### config.mk
export PLATFORM = sky130hd
export DESIGN_NAME = audio_sample_fifo
export DESIGN_NICKNAME = d
export VERILOG_FILES = /design/src/rtl/audio_sample_fifo.sv
export SDC_FILE = /design/constraint.sdc
export NUM_CORES = 1
export LEC_CHECK = 0
export BUFFER_PORTS_ARGS = -buffer_cell sky130_fd_sc_hd__buf_2
export CAP_MARGIN = 20
export CORE_ASPECT_RATIO = 2
export CORE_MARGIN = 3
export CORE_UTILIZATION = 32
export CTS_BUF_LIST = sky130_fd_sc_hd__clkbuf_4
export DETAILED_ROUTE_END_ITERATION = 16
export PLACE_DENSITY = 0.55
export SLEW_MARGIN = 0
export SYNTH_ARGS = -nofsm -noshare
export SYNTH_HDL_FRONTEND = slang
export SYNTH_SLANG_ARGS = --single-unit
### constraint.sdc
create_clock -name sys_clk -period 7.8 [get_ports sys_clk]
set_input_delay 0.39 -clock sys_clk [delete_from_list [all_inputs] [get_ports sys_clk]]
set_output_delay 0.39 -clock sys_clk [all_outputs]
set_load 0.02 [all_outputs]
### src/rtl/audio_sample_fifo.sv
// Stereo sample FIFO feeding the I2S DAC driver: pushes L/R pairs from the synth engine
// and pops one pair per DACLRCK frame, holding it stable for the whole frame.
module audio_sample_fifo #(
   parameter int AUD_BIT_DEPTH   = 24,
   parameter int FIFO_DEPTH_LOG2 = 3,
   parameter int SYNC_STAGES     = 2
) (
   input  logic                       sys_clk,
   input  logic                       reset_reg,
   input  logic                       i_sample_valid,
   output logic                       o_sample_ready,
   input  logic [AUD_BIT_DEPTH-1:0]   i_lsample,
   input  logic [AUD_BIT_DEPTH-1:0]   i_rsample,
   input  logic                       iAUD_DACLRCK,
   output logic [AUD_BIT_DEPTH-1:0]   o_lsound_out,
   output logic [AUD_BIT_DEPTH-1:0]   o_rsound_out,
   output logic                       o_frame_strobe,
   output logic [FIFO_DEPTH_LOG2:0]   o_fifo_level,
   output logic [7:0]                 o_underrun_cnt
);

   localparam int DEPTH = 2**FIFO_DEPTH_LOG2;
   localparam int LW    = FIFO_DEPTH_LOG2 + 1;
   localparam logic [LW-1:0]              LEVEL_FULL = LW'(DEPTH);
   localparam logic [LW-1:0]              LEVEL_ONE  = LW'(1);
   localparam logic [FIFO_DEPTH_LOG2-1:0] PTR_ONE    = FIFO_DEPTH_LOG2'(1);

   logic [SYNC_STAGES-1:0]     lr_sync;
   logic                       lr_s;
   logic                       lr_d;
   logic                       frame;
   logic [FIFO_DEPTH_LOG2-1:0] wr_ptr;
   logic [FIFO_DEPTH_LOG2-1:0] rd_ptr;
   logic [LW-1:0]              level_next;
   logic                       empty;
   logic                       push;
   logic                       pop;
   logic [AUD_BIT_DEPTH-1:0]   mem_l [DEPTH];
   logic [AUD_BIT_DEPTH-1:0]   mem_r [DEPTH];

   assign lr_s  = lr_sync[SYNC_STAGES-1];
   // Falling LRCK marks the start of the left word, i.e. a new frame.
   assign frame = lr_d & ~lr_s;
   assign empty = (o_fifo_level == '0);

   // Handshake: a pair transfers on any posedge where i_sample_valid && o_sample_ready;
   // valid may be held while ready is low and the pair stays on the inputs until taken.
   assign push  = i_sample_valid & o_sample_ready;
   assign pop   = frame & ~empty;

   always_comb begin
      level_next = o_fifo_level;
      if (push && !pop) begin
         level_next = o_fifo_level + LEVEL_ONE;
      end else if (pop && !push) begin
         level_next = o_fifo_level - LEVEL_ONE;
      end
   end

   always_ff @(posedge sys_clk) begin
      if (reset_reg) begin
         lr_sync        <= '0;
         lr_d           <= 1'b0;
         o_frame_strobe <= 1'b0;
      end else begin
         lr_sync        <= {lr_sync[SYNC_STAGES-2:0], iAUD_DACLRCK};
         lr_d           <= lr_s;
         o_frame_strobe <= frame;
      end
   end

   always_ff @(posedge sys_clk) begin
      if (reset_reg) begin
         wr_ptr         <= '0;
         rd_ptr         <= '0;
         o_fifo_level   <= '0;
         o_sample_ready <= 1'b0;
         o_lsound_out   <= '0;
         o_rsound_out   <= '0;
         o_underrun_cnt <= '0;
      end else begin
         if (push) begin
            wr_ptr <= wr_ptr + PTR_ONE;
         end
         if (pop) begin
            rd_ptr <= rd_ptr + PTR_ONE;
         end
         o_fifo_level   <= level_next;
         o_sample_ready <= (level_next != LEVEL_FULL);
         // A frame with nothing stored mutes the outputs rather than repeating the last pair.
         if (frame) begin
            if (!empty) begin
               o_lsound_out <= mem_l[rd_ptr];
               o_rsound_out <= mem_r[rd_ptr];
            end else begin
               o_lsound_out <= '0;
               o_rsound_out <= '0;
               if (o_underrun_cnt != 8'hFF) begin
                  o_underrun_cnt <= o_underrun_cnt + 8'd1;
               end
            end
         end
      end
   end

   always_ff @(posedge sys_clk) begin
      if (push && !reset_reg) begin
         mem_l[wr_ptr] <= i_lsample;
         mem_r[wr_ptr] <= i_rsample;
      end
   end

endmodule
=== Yosys cells after proc, flatten, opt, wreduce, memory -nomap -nowiden ===
Memories as Yosys holds them, arrays and structs flattened. A register that Yosys moved wholly into a read port is not among the register bits.
Index checks and enable logic that the tools add are counted.

* Flip-flop bits (word level): 71
* Output and inout port bits: 62
* Bits of input ports: 52
* Memory bits (writable): 384
* Memories kept: 2
* Logic and storage cells: 42

{| class="wikitable"
|+ Memories
! name !! depth !! bits a word !! read ports !! clocked after Yosys merged registers in !! wr ports !! line !! text
|-
| mem_l || 8 || 24 || 1 || 1 || 1 || 38 || <nowiki>logic [AUD_BIT_DEPTH-1:0] mem_l [DEPTH];</nowiki>
|-
| mem_r || 8 || 24 || 1 || 1 || 1 || 39 || <nowiki>logic [AUD_BIT_DEPTH-1:0] mem_r [DEPTH];</nowiki>
|}

* Bitwise logic cells: 5
* Eq/ne operators: 2
* Muxes and demuxes: 10
* Reductions and logical operators: 8
* $add $sub $neg: 5

{| class="wikitable"
|+ Operators by type and width
! cell !! number
|-
| $mux 24 || 2
|-
| $mux 3 || 4
|-
| $add 8x1->8 const B || 1
|-
| $mux 4 || 2
|-
| $ne 8x8->1 const B || 1
|-
| $add 3x1->3 const B || 2
|-
| $add 4x1->4 const B || 1
|-
| $logic_not 4->1 || 1
|-
| $ne 4x4->1 const B || 1
|-
| $sub 4x1->4 const B || 1
|-
| $and 1x1->1 || 3
|-
| $logic_and 1x1->1 || 3
|-
| $logic_not 1->1 || 3
|-
| $reduce_and 3->1 || 1
|-
| $mux 1 || 2
|-
| $not 1->1 || 2
|}

=== Logic depth before layout (Yosys ltp) ===
Gate-level depths: netlist of run 1.

* Depth in word-level cells: 7
* Depth in mapped cells: 7
* Mapped depth without buffers: 7

=== Worst setup path before layout of run 1 ===
OpenSTA, ideal clock, no wires.

* Kind: register to register
* Start point: register o_sample_ready
* End point: memory mem_l[0][0] (enable)
* Clock period less this slack: 6.266 ns
* Required time: 7.210 ns
* Stages on the path, launching flop included: 3
* Data arrival time: 5.676 ns
* Library setup time: 0.590 ns
* Slack: 1.534 ns
* Buffers on the path: 0
* Path through: dfxtp_1 > nand2_1 > nor4b_1

* Word-level cells in the longest chain between the ends: 4

{| class="wikitable"
|+ RTL lines
! element !! line !! text
|-
| start: declaration || 11 || <nowiki>output logic o_sample_ready,</nowiki>
|-
| start signal: assignment || 89 || <nowiki>o_sample_ready <= (level_next != LEVEL_FULL);</nowiki>
|-
| $and 1x1->1 || 48 || <nowiki>assign push = i_sample_valid & o_sample_ready;</nowiki>
|-
| $logic_and 1x1->1 || 107 || <nowiki>if (push && !reset_reg) begin</nowiki>
|-
| $mux 1 || 107 ||
|-
| $mux 1 (implied by the code) || 108 || <nowiki>mem_l[wr_ptr] <= i_lsample;</nowiki>
|-
| end: declaration || 38 ||
|}

No other way between the ends.

=== Final worst setup path of run 1 ===
* Start point: register o_fifo_level[0]
* End point: register o_sample_ready

* Word-level cells in the longest chain between the ends: 7
* Elaborated cells between the ends (all ways): 11
* Those cells by class: add/sub (2); eq/ne (1); mux (2); bitwise (2); reduce/logical (4)

{| class="wikitable"
|+ RTL lines
! element !! line !! text
|-
| start: declaration || 18 || <nowiki>output logic [FIFO_DEPTH_LOG2:0] o_fifo_level,</nowiki>
|-
| start signal: assignment || 88 || <nowiki>o_fifo_level <= level_next;</nowiki>
|-
| parallel branches: the longest is 5 deep, another holds $sub 4x1->4 || -- ||
|-
| $mux 4 * || 53 || <nowiki>if (push && !pop) begin</nowiki>
|-
| $ne 4x4->1 * || 89 ||
|}

Mark *: on every way between the ends.
A chain may end at the register's enable or synchronous reset.

==> metrics.txt, run 1 <==
outcome finished, final reports clean; syn avg cell area 20.62 µm²; commonest non-fill, non-tap cell in the layout edfxtp_1; Yosys reg bits 458; XOR/XNOR Fraction of Synth Area 0.5478%; main combinational cell family by area after synthesis multiplexers; fin crit share 40.53%; top cell type by total area after synthesis edfxtp_1; number of max-cap violations 0; Least-Margin Pin Slew 1.069 ns; Area growth syn-to-layout 18.45%; PortBufs 113; syn_nets 910; Final Skew 0.04295 ns; initial core utilization 32.63%; Die ar. 57980 µm²; Synth Area in Compound Gates 3.806%; grt ovf 0; most frequent cells in the layout edfxtp_1 (384), clkbuf_4 (164), buf_2 (112); Yosys cell types 40; Nets 1147; Main synth FF type edfxtp_1; Clock Sinks 458; top post-synthesis cells by area edfxtp_1 (66%), mux4_2 (10%), dfxtp_1 (8.4%); fin. max-slew vios 0; largest net degree at the start of global routing 53; # rows 120; CP endpoint kind flip-flop; DR WL/cell 21.50 µm; Synth Cell Area 17590 µm²; Post-synth ARST share 0%; Root Driver clkbuf_4; unrepaired setup endpoints after global routing false; Startpoint Class flip-flop; CP max FO 38; Post-Place Setup Slack 4.417 ns; Detail Route Antenna Nets 0; adder-cell share of the synthesized area 0.3557%; Finished Layout Cells 1850; register area share after synthesis 73.99%; Fill cells 4886; Worst Hold Class input port to flip-flop; drt drc 0; Worst Setup Slack, final 4.638 ns; Final min period 3.162 ns; P_int 3.748 mW; relative slew slack 28.74%; final setup fails 0; drt pass-1 iters 5; first-pass GRT wire length 59.61 mm; YS warnings 0; die height 337.5 µm; via/cell ratio 4.847; CTS tree yes; die width 171.8 µm; worst-skew pair later-pin latency 0.81 ns; GPL Wtd Cong 0.7018; Bufs on Longest Clock Path 3; switching power total 1.001 mW; drt initial violations 425; CTS clock-pin slew for the worst setup and hold paths 0.07 ns; Synth Area in Simple Gates 2.874%; dpl hpwl 21.64 mm; Hold Violations, Final 0; worst vdd ir 100.1 µV; Total GRT Usage 13.95%; Ports 114; Inst Count DP 1608; # H-tree levels 3; kind of critical path flip-flop to flip-flop; Power per Cell Area 228.0 nW/µm²; Sequential Power Share 56.3%; TritonCTS Buffers 100; vias in the first global route 9858; required time of the critical path 8.44 ns; part of the power in the clock network 40.4%; core footprint 53900 µm²; Logic pwr share 3.3%; DR vias 8967; mux cell area share after synthesis 16.65%; EDFF count, synth 384; share of post-route cells with drive strength above 1 41.53%; Multi-input gate area 4328 µm²; Pleak 6.950 nW; initial antenna violation count 5; storage element area 13020 µm²; worst path arrival time 3.80 ns; Max Fclk 0.3163 GHz; Post-Route WL 39.78 mm; Setup TNS Final 0 ns; switch share 21.08%; top-area cell type share of the netlist area 65.57%; Synth Instances 853; Power, Total 4.749 mW
layer usage:
| layer | vias up | track usage (%) | share of wire (%) |
|---|---|---|---|
| li1 | 4026 | - | - |
| met1 | 4635 | 15.85 | 39 |
| met2 | 233 | 24.94 | 54 |
| met3 | 69 | 3.580 | 4.9 |
| met4 | 4 | 5.424 | 2.5 |
| met5 | - | 0 | 0.053 |
power groups by stage:
stage	combinational [mW]	clock (mW)	sequential, mW
floorplan	0.0700	0	2.73
global placement	0.130	0	2.73
detailed placement	0.134	0	2.73
CTS	0.157	1.99	2.68
global route	0.171	2.11	2.67
finish	0.156	1.92	2.67
stage by stage:
step | area (µm²) | hold WS (ns) | util (%)
after detailed placement | 18920 | 0.4336 | 35.10
final | 20830 | 0.1241 | 38.65
after global placement | 18920 | 0.4205 | 35.10
after global routing | 20830 | 0.06830 | 38.64
after CTS | 20790 | 0.02321 | 38.58
after floorplan | 17590 | 0.4138 | -
cell type report:
class,count,share of cell area [%]
diodes,4,0.04805
clock buffers,164,5.910
clock inverters,23,0.6967
inverters,4,0.07208
multi-input cells,343,20.78
flip-flops and latches,458,62.52
well taps,671,4.030
repair buffers,183,5.946
Yosys cell counts (all sizes together), types with 2 or more instances:
library cell and n:
a22oi 48, dfxtp 74, inv 4, ha 5
a21oi 6, nand2b 2, or3 2, nor2b 6
nor2 72, buf 29, xor2 3, xnor2 8
o211ai 3, o21ai 2, mux2i 2, mux2 48
nor3 8, a31oi 2, nand3 8, mux4 96
nand2 11, edfxtp 384, clkbuf 19
path summary, 6_finish.rpt:
path                         from        endpoint  slack, ns  depth (start not counted)
hold reg to reg        lr_sync[0]      lr_sync[1]       0.45                          1
hold / removal     i_sample_valid       wr_ptr[1]       0.12                          4
setup reg to reg  o_fifo_level[0]  o_sample_ready       4.64                          8
setup / recovery  o_fifo_level[0]  o_sample_ready       4.64                          8
logic make-up after synthesis:
group | after synthesis
XOR/XNOR | 11
AO/OA/AOI/OAI | 65
buffers and inverters | 52
flip-flops | 458
AND/OR/NAND/NOR | 116
multiplexers | 146
adder cells (fa/ha/maj) | 5
critical path, stage by stage (launching register included):
cell and delay (ns):
dfxtp_1 0.46, inv_1 0.11, ha_1 0.27, nor3b_1 0.25, nor2_4 0.58, buf_4 0.73, a31oi_1 0.19, xnor2_1 0.25
a31oi_1 0.14
sequential cells by signal, summed over array words and instances (netlist names), named ones only:
signal          cells
mem_l             192
mem_r             192
o_lsound_out       24
o_rsound_out       24
o_underrun_cnt      8
o_fifo_level        4
rd_ptr              3
wr_ptr              3
lr_sync             2
lr_d                1
o_frame_strobe      1
o_sample_ready      1
timing repair:
action,4_1_cts,5_1_grt
hold buffers,50,0
gates resized for setup,0,0
setup buffers,0,0
endpoints found under the hold margin,411,0
(Power assumes the default switching activity.)
==> run 2: changes to the inputs <==
--- a/config.mk
+++ b/config.mk
@@ -12,7 +12,7 @@
 export CORE_UTILIZATION = 32
 export CTS_BUF_LIST = sky130_fd_sc_hd__clkbuf_4
 export DETAILED_ROUTE_END_ITERATION = 16
-export PLACE_DENSITY = 0.55
+export PLACE_DENSITY = 0.56
 export SLEW_MARGIN = 0
 export SYNTH_ARGS = -nofsm -noshare
 export SYNTH_HDL_FRONTEND = slang
==> constraint.sdc (replaced) <==
create_clock -name sys_clk -period 2.65 [get_ports sys_clk]
set_input_delay 0.1325 -clock sys_clk [delete_from_list [all_inputs] [get_ports sys_clk]]
set_output_delay 0.1325 -clock sys_clk [all_outputs]
set_load 0.02 [all_outputs]
==> run 2 against run 1 <==
Net effect:
- total power increased to 3.0 times the previous value
- non-clock buffer count increased by 15
- clock-buffer cell count decreased by 11
- final cell count increased by 0.65%
- die area unchanged
- critical path depth decreased by 2
- critical endpoint is now o_underrun_cnt[3]
- clock skew increased by 0.028 ns
- sequential power increased to 2.9 times the previous value
==> metrics.txt, run 2 (same netlist as run 1, synthesis figures left out) <==
Startpoint Class flip-flop; grt ovf 0; hold depth 2; Post-Route WL 39.14 mm; Setup TNS Final 0 ns; Post-Place Setup Slack 0.4477 ns; reg2reg start o_fifo_level[0]; Pleak 7.066 nW; initial core utilization 32.63%; CTS clock-pin slew for the worst setup and hold paths 0.07 ns; post-CTS resize count 0; slack of the worst reg-to-reg path 0.40 ns; DR vias 8996; dpl hpwl 22.75 mm; vias in the first global route 9822; switching power total 2.977 mW; Multi-input gate area 4382 µm²; Clock Sinks 458; Largest regs mem_l x192, mem_r x192; Root Driver clkbuf_4; Final Skew 0.07071 ns; share of post-route cells with drive strength above 1 41.45%; Area growth syn-to-layout 20.50%; die height 337.5 µm; Total GRT Usage 13.77%; Fill cells 4902; Nets 1161; via/cell ratio 4.831; Worst Hold Class input port to flip-flop; Die ar. 57980 µm²; Power, Total 14.16 mW; drt initial violations 372; Power per Cell Area 668.3 nW/µm²; relative slew slack 50.37%; drt pass-1 iters 4; number of max-cap violations 0; final setup fails 0; core footprint 53900 µm²; unrepaired setup endpoints after global routing false; # rows 120; CTS tree yes; largest net degree at the start of global routing 55; kind of critical path flip-flop to flip-flop; fin crit share 84.93%; switch share 21.02%; initial antenna violation count 5; Design Area, Final 21190 µm²; commonest non-fill, non-tap cell in the layout edfxtp_1; Worst Setup Slack, final 0.3993 ns; Final min period 2.251 ns; Max Fclk 0.4443 GHz; worst path arrival time 2.97 ns; GPL Wtd Cong 0.7431; placed cell area 19190 µm²; die width 171.8 µm; most frequent cells in the layout edfxtp_1 (384), clkbuf_4 (153), buf_2 (112); Ports 114; Worst Hold Launch i_rsample[16]; Bufs on Longest Clock Path 3; reg2reg end o_underrun_cnt[3]; first-pass GRT wire length 59.42 mm; storage element area 13030 µm²; drt drc 0; Logic pwr share 3.4%; part of the power in the clock network 41.1%; Reg2Reg Depth 6; Hold Path End mem_r[2][16]; fin util 39.32%; Least-Margin Pin Slew 0.7412 ns; TritonCTS Buffers 99; CP max FO 10; outcome finished, final reports clean; Hold Violations, Final 0; fin. max-slew vios 0; Sequential Power Share 55.5%; required time of the critical path 3.37 ns; # H-tree levels 3; P_int 11.19 mW; worst-skew pair later-pin latency 0.84 ns; PortBufs 113; DR WL/cell 21.02 µm; CP endpoint kind flip-flop; worst vdd ir 243.4 µV; Detail Route Antenna Nets 0
## run 2: cell count changes in the layout (fill, tap and decap cells not counted), sizes merged
cell | previous run | this run
dlygate4sd3 | 50 | 57
buf | 133 | 141
clkinvlp | 0 | 1
inv | 6 | 5
bufinv | 2 | 5
clkinv | 19 | 24
clkbuf | 164 | 153
## run 2: power groups by stage
stage               Combinational [mW]  Sequential [mW]  Clock, mW
finish                           0.477             7.87       5.82
floorplan                        0.214             8.04          0
global route                     0.520             7.87       6.39
CTS                              0.489             7.86       6.09
detailed placement               0.414             8.03          0
global placement                 0.400             8.02          0
## run 2: per-stage QoR
stage	hold slack, ns	std cells
2_1_floorplan	0.2314	853
3_3_place_gp	0.3525	1617
3_5_place_dp	0.3658	1617
4_1_cts	0.0007137	1858
5_1_grt	0.06399	1862
6_report	0.1169	1862
## run 2: what timing repair did
action | CTS | global route
endpoints found under the hold margin | 412 | 0
hold buffers | 57 | 0
setup buffers | 0 | 0
setup endpoints to repair | 0 | 0
## run 2: critical path, cell delays in order (launching register included)
cell      delay (ns)
dfxtp_1         0.37
inv_1           0.11
ha_1            0.22
nor3b_1         0.42
o211ai_1        0.42
or3_1           0.46
a21oi_1         0.17
## run 2: area by class of cell
class / instances / share of cell area (%)
well taps: 671 / 3.962
clock buffers: 153 / 5.420
flip-flops and latches: 458 / 61.47
inverters: 4 / 0.07085
clock inverters: 31 / 1.275
repair buffers: 198 / 7.073
diodes: 4 / 0.04723
multi-input cells: 343 / 20.68
## run 2: per-layer routing
| metal | track usage [%] | up-vias | routed length [µm] |
|---|---|---|---|
| li1 | - | 4052 | - |
| met1 | 15.47 | 4639 | 14950 |
| met2 | 25.13 | 235 | 21400 |
| met3 | 2.726 | 70 | 1820 |
| met4 | 5.883 | 0 | 965 |
| met5 | 0 | - | 0 |
## run 2: worst max path at each step
stage / startpoint / endpoint / slack (ns)
2_1_floorplan: o_sample_ready / mem_l[4][0] / -0.20
3_3_place_gp: o_fifo_level[0] / o_underrun_cnt[7] / 0.53
3_5_place_dp: o_fifo_level[0] / o_underrun_cnt[3] / 0.45
4_1_cts: o_fifo_level[0] / o_underrun_cnt[3] / 0.43
5_1_grt: o_fifo_level[0] / o_underrun_cnt[3] / 0.30
6_report: o_fifo_level[0] / o_underrun_cnt[3] / 0.40
